File: config.mk
export PLATFORM = sky130hd
export DESIGN_NAME = lcd_line_formatter
export DESIGN_NICKNAME = d
export VERILOG_FILES = /design/src/rtl/lcd_line_formatter.sv
export SDC_FILE = /design/constraint.sdc
export NUM_CORES = 1
export LEC_CHECK = 0
export ABC_AREA = 1
export ABC_CLOCK_PERIOD_IN_PS = 2700
export CAP_MARGIN = 40
export CORE_MARGIN = 2
export CORE_UTILIZATION = 30
export DETAILED_ROUTE_END_ITERATION = 8
export GPL_ROUTABILITY_DRIVEN = 0
export GPL_TIMING_DRIVEN = 0
export SLEW_MARGIN = 30
export SYNTH_ARGS = -nofsm -noshare
export SYNTH_HDL_FRONTEND = slang
export SYNTH_SLANG_ARGS = --single-unit
export TNS_END_PERCENT = 100
File: constraint.sdc
create_clock -name clk -period 2.7 [get_ports clk]
set_input_delay 0.81 -clock clk [delete_from_list [all_inputs] [get_ports clk]]
set_output_delay 0.81 -clock clk [all_outputs]
set_load 0.005 [all_outputs]
File: src/rtl/lcd_line_formatter.sv
// Formats a CPU result (opcode, register, signed 16-bit value) into a 16x2 ASCII screen image and streams it one character per handshake.
// Optional build macro LCD_FMT_HEX_EN adds the raw hex value to line 2 cols 11-15.
module lcd_line_formatter (
    input  logic        clk,
    input  logic        reset,
    input  logic        start,
    input  logic [2:0]  opcode,
    input  logic [3:0]  reg_idx,
    input  logic [15:0] value,
    input  logic        char_ready,
    output logic        char_valid,
    output logic [7:0]  char_data,
    output logic [4:0]  char_pos,
    output logic        busy,
    output logic        done
);

    typedef enum logic [1:0] {
        IDLE    = 2'd0,
        CONVERT = 2'd1,
        STREAM  = 2'd2,
        DONE    = 2'd3
    } state_t;

    state_t      state_r;
    state_t      state_next_s;
    logic [2:0]  opcode_r;
    logic [3:0]  reg_idx_r;
    logic        sign_r;
    logic [15:0] mag_r;
    logic [19:0] bcd_r;
    logic [3:0]  iter_r;
    logic [4:0]  pos_r;
    logic [7:0]  char_s;
    logic        nz4_s, nz3_s, nz2_s, nz1_s;
`ifdef LCD_FMT_HEX_EN
    logic [15:0] value_r;

    function automatic logic [7:0] hex_char(input logic [3:0] d);
        logic [7:0] c;
        if (d < 4'd10) c = 8'h30 + {4'h0, d};
        else           c = 8'h37 + {4'h0, d};
        return c;
    endfunction
`endif

    function automatic logic [19:0] dabble_adjust(input logic [19:0] bcd);
        logic [19:0] res;
        res = bcd;
        for (int i = 0; i < 5; i++) begin
            if (bcd[4*i +: 4] >= 4'd5) res[4*i +: 4] = bcd[4*i +: 4] + 4'd3;
            else                       res[4*i +: 4] = bcd[4*i +: 4];
        end
        return res;
    endfunction

    function automatic logic [7:0] digit_char(input logic [3:0] d);
        return 8'h30 + {4'h0, d};
    endfunction

    function automatic logic [7:0] mnemonic_char(input logic [2:0] op, input logic [3:0] col);
        logic [63:0] name;
        logic [63:0] shifted;
        case (op)
            3'd0:    name = "LOAD    ";
            3'd1:    name = "ADD     ";
            3'd2:    name = "ADDI    ";
            3'd3:    name = "SUB     ";
            3'd4:    name = "SUBI    ";
            3'd5:    name = "MUL     ";
            3'd6:    name = "CLEAR   ";
            3'd7:    name = "DISPLAY ";
            default: name = "        ";
        endcase
        shifted = name << {col[2:0], 3'b000};
        return col[3] ? 8'h20 : shifted[63:56];
    endfunction

    // FSM state register
    always_ff @(posedge clk) begin
        if (reset) state_r <= IDLE;
        else       state_r <= state_next_s;
    end

    // FSM next-state logic; DONE accepts a new request just like IDLE
    always_comb begin
        state_next_s = state_r;
        case (state_r)
            IDLE:    if (start) state_next_s = CONVERT; else state_next_s = IDLE;
            CONVERT: if (iter_r == 4'd15) state_next_s = STREAM; else state_next_s = CONVERT;
            STREAM:  if (char_ready && pos_r == 5'd31) state_next_s = DONE; else state_next_s = STREAM;
            DONE:    if (start) state_next_s = CONVERT; else state_next_s = IDLE;
            default: state_next_s = IDLE;
        endcase
    end

    // Operand latch, double-dabble engine and character position counter
    always_ff @(posedge clk) begin
        if (reset) begin
            opcode_r  <= 3'd0;
            reg_idx_r <= 4'd0;
            sign_r    <= 1'b0;
            mag_r     <= 16'd0;
            bcd_r     <= 20'd0;
            iter_r    <= 4'd0;
            pos_r     <= 5'd0;
`ifdef LCD_FMT_HEX_EN
            value_r   <= 16'd0;
`endif
        end else begin
            case (state_r)
                IDLE, DONE: begin
                    if (start) begin
                        opcode_r  <= opcode;
                        reg_idx_r <= reg_idx;
                        sign_r    <= value[15];
                        // two's-complement negate wraps 0x8000 to itself, read as 32768 unsigned
                        mag_r     <= value[15] ? (16'd0 - value) : value;
                        bcd_r     <= 20'd0;
                        iter_r    <= 4'd0;
                        pos_r     <= 5'd0;
`ifdef LCD_FMT_HEX_EN
                        value_r   <= value;
`endif
                    end
                end
                CONVERT: begin
                    {bcd_r, mag_r} <= {dabble_adjust(bcd_r), mag_r} << 1;
                    iter_r         <= iter_r + 4'd1;
                    pos_r          <= 5'd0;
                end
                STREAM: begin
                    if (char_ready && pos_r != 5'd31) pos_r <= pos_r + 5'd1;
                end
                default: ;
            endcase
        end
    end

    assign nz4_s = (bcd_r[19:16] != 4'd0);
    assign nz3_s = nz4_s | (bcd_r[15:12] != 4'd0);
    assign nz2_s = nz3_s | (bcd_r[11:8] != 4'd0);
    assign nz1_s = nz2_s | (bcd_r[7:4] != 4'd0);

    // Screen character for the current position, built from latched fields and BCD
    always_comb begin
        char_s = 8'h20;
        if (!pos_r[4]) begin
            char_s = mnemonic_char(opcode_r, pos_r[3:0]);
        end else begin
            case (pos_r[3:0])
                4'd0:    char_s = 8'h52;
                4'd1:    char_s = (reg_idx_r >= 4'd10) ? 8'h31 : 8'h30;
                4'd2:    char_s = digit_char((reg_idx_r >= 4'd10) ? (reg_idx_r - 4'd10) : reg_idx_r);
                4'd3:    char_s = 8'h3D;
                4'd4:    char_s = sign_r ? 8'h2D : 8'h20;
                4'd5:    char_s = nz4_s ? digit_char(bcd_r[19:16]) : 8'h20;
                4'd6:    char_s = nz3_s ? digit_char(bcd_r[15:12]) : 8'h20;
                4'd7:    char_s = nz2_s ? digit_char(bcd_r[11:8]) : 8'h20;
                4'd8:    char_s = nz1_s ? digit_char(bcd_r[7:4]) : 8'h20;
                4'd9:    char_s = digit_char(bcd_r[3:0]);
`ifdef LCD_FMT_HEX_EN
                4'd11:   char_s = hex_char(value_r[15:12]);
                4'd12:   char_s = hex_char(value_r[11:8]);
                4'd13:   char_s = hex_char(value_r[7:4]);
                4'd14:   char_s = hex_char(value_r[3:0]);
                4'd15:   char_s = 8'h68;
`endif
                default: char_s = 8'h20;
            endcase
        end
    end

    assign char_valid = (state_r == STREAM);
    assign char_data  = char_valid ? char_s : 8'h00;
    assign char_pos   = pos_r;
    assign busy       = (state_r == CONVERT) || (state_r == STREAM);
    assign done       = (state_r == DONE);

endmodule

==> impl_summary.log <==
[metrics] diode count: 0
[metrics] combined area of the multi-input logic cells: 2910 um^2
[metrics] Synth Warn #: 0
[metrics] die height: 129 um
[metrics] setup repair after global routing missed its margin: true
[metrics] sequential cell area in the final layout: 1550 um^2
[metrics] M3 GR Usage: under 10%
[metrics] static leakage: between 2 and 3 nW
[metrics] placed wire-length estimate after detailed placement: around 9200 um
[metrics] Mapped Nets: 741
[metrics] highest-utilization routing layer at the global route stage: met2
[metrics] sequential cell area fraction in the yosys report: 32.6%
[metrics] via/cell ratio: 4.78
[metrics] clk buf depth: 2
[metrics] Max-slew headroom: 61.8%
[metrics] Final Skew: 0.0128 ns
[metrics] max_cap viols: 0
[metrics] number of buffers inserted during clock tree synthesis: 9
[metrics] final max-slew violation count: 0
[metrics] cell count after placement: 910
[metrics] clk sink count: 76
[metrics] placed standard-cell area: 5300 um^2
[metrics] Worst Path Required: 1.89 ns
[metrics] via count of the first global-routing pass: 4249
[metrics] critical path endpoint category: output pin
[metrics] width of the chip: around 130 um
[metrics] synth unique cells: 43
[metrics] DRC violations left: 0
[metrics] final core utilization: 40.5%
[metrics] maximum fanout along the worst path: 4
[metrics] Core Box Area: 15200 um^2
[metrics] Post-layout nets: 823
[metrics] Cells after Synth: 682
[metrics] Worst Hold Class: reg2reg
[metrics] power density relative to cell area: 547 nW/um^2
[metrics] Die ar.: approximately 17000 um^2
[metrics] Fin. Hold Viols: 0
[metrics] minimum clock period: 2.68 ns
[metrics] final cycle utilization of the critical path: 99.3%
[metrics] aggregate global-route resource usage: 15.5%
[metrics] met1 usage: 20.8%
[metrics] worst IR drop on VDD: 0.344 mV
[metrics] count of port buffers added during placement: 40
[metrics] count of routing violations after the opening detailed-route iteration: 326
[metrics] Worst Setup Slack post-DPL: -0.484 ns
[metrics] residual overflow from global routing: 0
[metrics] CTS tree: done
[metrics] run status: completed
[metrics] wirelength, routed: about 13000 um
[metrics] Synth Cell Area: 4670 um^2
[metrics] DR pass1 iterations: 5
[metrics] post-route cell area: 6160 um^2
[metrics] met2 Track Usage GR: 26.5%
[metrics] Layout fillers: ~1600
[metrics] H-tree levels: 3
[metrics] clock root buffer: clkbuf_16
[metrics] post-synthesis register bit count: 76
[metrics] starting utilization of the core area: between 30% and 40%
[metrics] syn_area_per_cell: 6.84 um^2
[metrics] Setup TNS: 0 ns
[metrics] final critical-path setup slack: roughly 0.018 ns
[metrics] average routed wire per standard cell: 13.4 um
[metrics] most used cells in the layout excluding fill and tap cells: nand2_1 (135), inv_1 (70), dfxtp_1 (66)
[metrics] most common cell after layout, fill and taps aside: nand2_1
[metrics] CP startpoint kind: flip-flop
[metrics] initial antenna violation count: 0
[metrics] Detail Route Antenna Nets: 0
[metrics] Critical Setup Path Class: reg2out
[metrics] layout overhead on the synthesized area: 32.0%
[metrics] count of final setup violators: 0
[metrics] number of placed I/O pins: 43
[metrics] layout cell share with drive strength beyond 1: a little over 20%
[metrics] Post-Layout Cell Count: 957
[metrics] clock latency on the worst-skew pair: 0.34 ns
[metrics] global-route wire length before repair: about 21000 um
[metrics] slew at the pin closest to its max-slew limit: around 0.57 ns
[metrics] Fmax: 373 MHz
[metrics] total via count after detailed routing: 4574
[metrics] clock input transition at the sequential cells of the worst setup and hold paths: 0.06 ns
[metrics] cell row count: between 40 and 50
[metrics] pin count of the biggest net entering global routing: 15
[metrics] data arrival time at the worst-slack endpoint: 1.87 ns
-- report_power, final --
group          switching, W  internal [W]  leakage (nW)
logic              0.000506      0.000304          1.85
registers         0.0000548       0.00124         0.628
clock network      0.000514      0.000750         0.150
-- synthesized netlist by cell type (all sizes together) --
cell    number  area share, %
nand2      144             12
nand3b       1           0.16
nand4        8            1.1
nor3        14            1.7
a21boi       1           0.16
o311ai       1           0.19
clkinv       2           0.16
conb         1          0.080
and3         1           0.13
ha          32            8.6
nor2        79            8.0
mux2i        1           0.21
a22oi        2           0.32
xor2         3           0.56
nand3       53            5.7
buf         14            2.1
o21ai       55            6.1
o22ai        5           0.67
a31oi       15            2.0
o221ai       1           0.19
clkbuf       9           0.72
or2          3           0.40
dfxtp       76             33
o31ai        2           0.32
o211ai      10            1.6
a21oi       56            6.3
nor3b        2           0.32
inv         91            7.4
-- repair_timing --
item | in CTS | in global routing
setup buffers | 19 | 12
hold buffers | 0 | 0
cloned | 0 | 0
setup endpoints to repair | 7 | 10
resized for setup | 87 | 38
pin swaps | 24 | 25
-- worst max-delay path: stages (launching register included) --
cell and delay, ns:
dfxtp_4 0.36, buf_6 0.12, ha_4 0.17, nand3_4 0.10, buf_6 0.11, o22ai_1 0.06, a21oi_1 0.17, nand3_1 0.10
nor2_1 0.13, nor2_1 0.07, buf_2 0.13
-- cell families (layout without fill, tap and decap cells) --
kind of cell / count (synthesis) / after routing / synth area share [%]
other cells: 1 / 1 / 0.0804
simple gates: 305 / 305 / 29.6
buf+inv: 116 / 203 / 10.5
xor+xnor: 3 / 3 / 0.563
flops: 76 / 76 / 32.6
compound gates: 148 / 148 / 17.9
mux: 1 / 1 / 0.215
fa+ha+maj: 32 / 32 / 8.58
-- stage by stage --
step | hold slack, ns | total power (W)
6_report | 0.466 | 0.00337
5_1_grt | 0.490 | 0.00356
4_1_cts | 0.467 | 0.00339
3_5_place_dp | 0.456 | 0.00211
3_3_place_gp | 0.455 | 0.00211
2_1_floorplan | 0.440 | 0.00185
-- layout make-up --
cell class	count	share of cell area [%]
well taps	188	3.82
flip-flops and latches	76	25.2
clock inverters	6	1.12
multi-input cells	490	47.3
plain buffers	23	2.48
inverters	93	6.11
clock buffers	10	3.88
repair buffers	71	10.2
-- layer usage --
layer  vias to the layer above  wire [um]
li1                       2415          -
met1                      2061       6120
met2                        85       6110
met3                        13        403
met4                         0        166
met5                         -          0
-- path summary, 6_finish.rpt --
check                       to  depth (start not counted)   startpoint  slack (ns)
hold reg to reg       mag_r[0]                          2     mag_r[0]        0.47
hold / removal        mag_r[0]                          2     mag_r[0]        0.47
setup reg to reg     flip-flop                         12   state_r[0]        0.42
setup / recovery  char_data[2]                         10  char_pos[0]        0.02
Power figures use the tool's default switching activity.
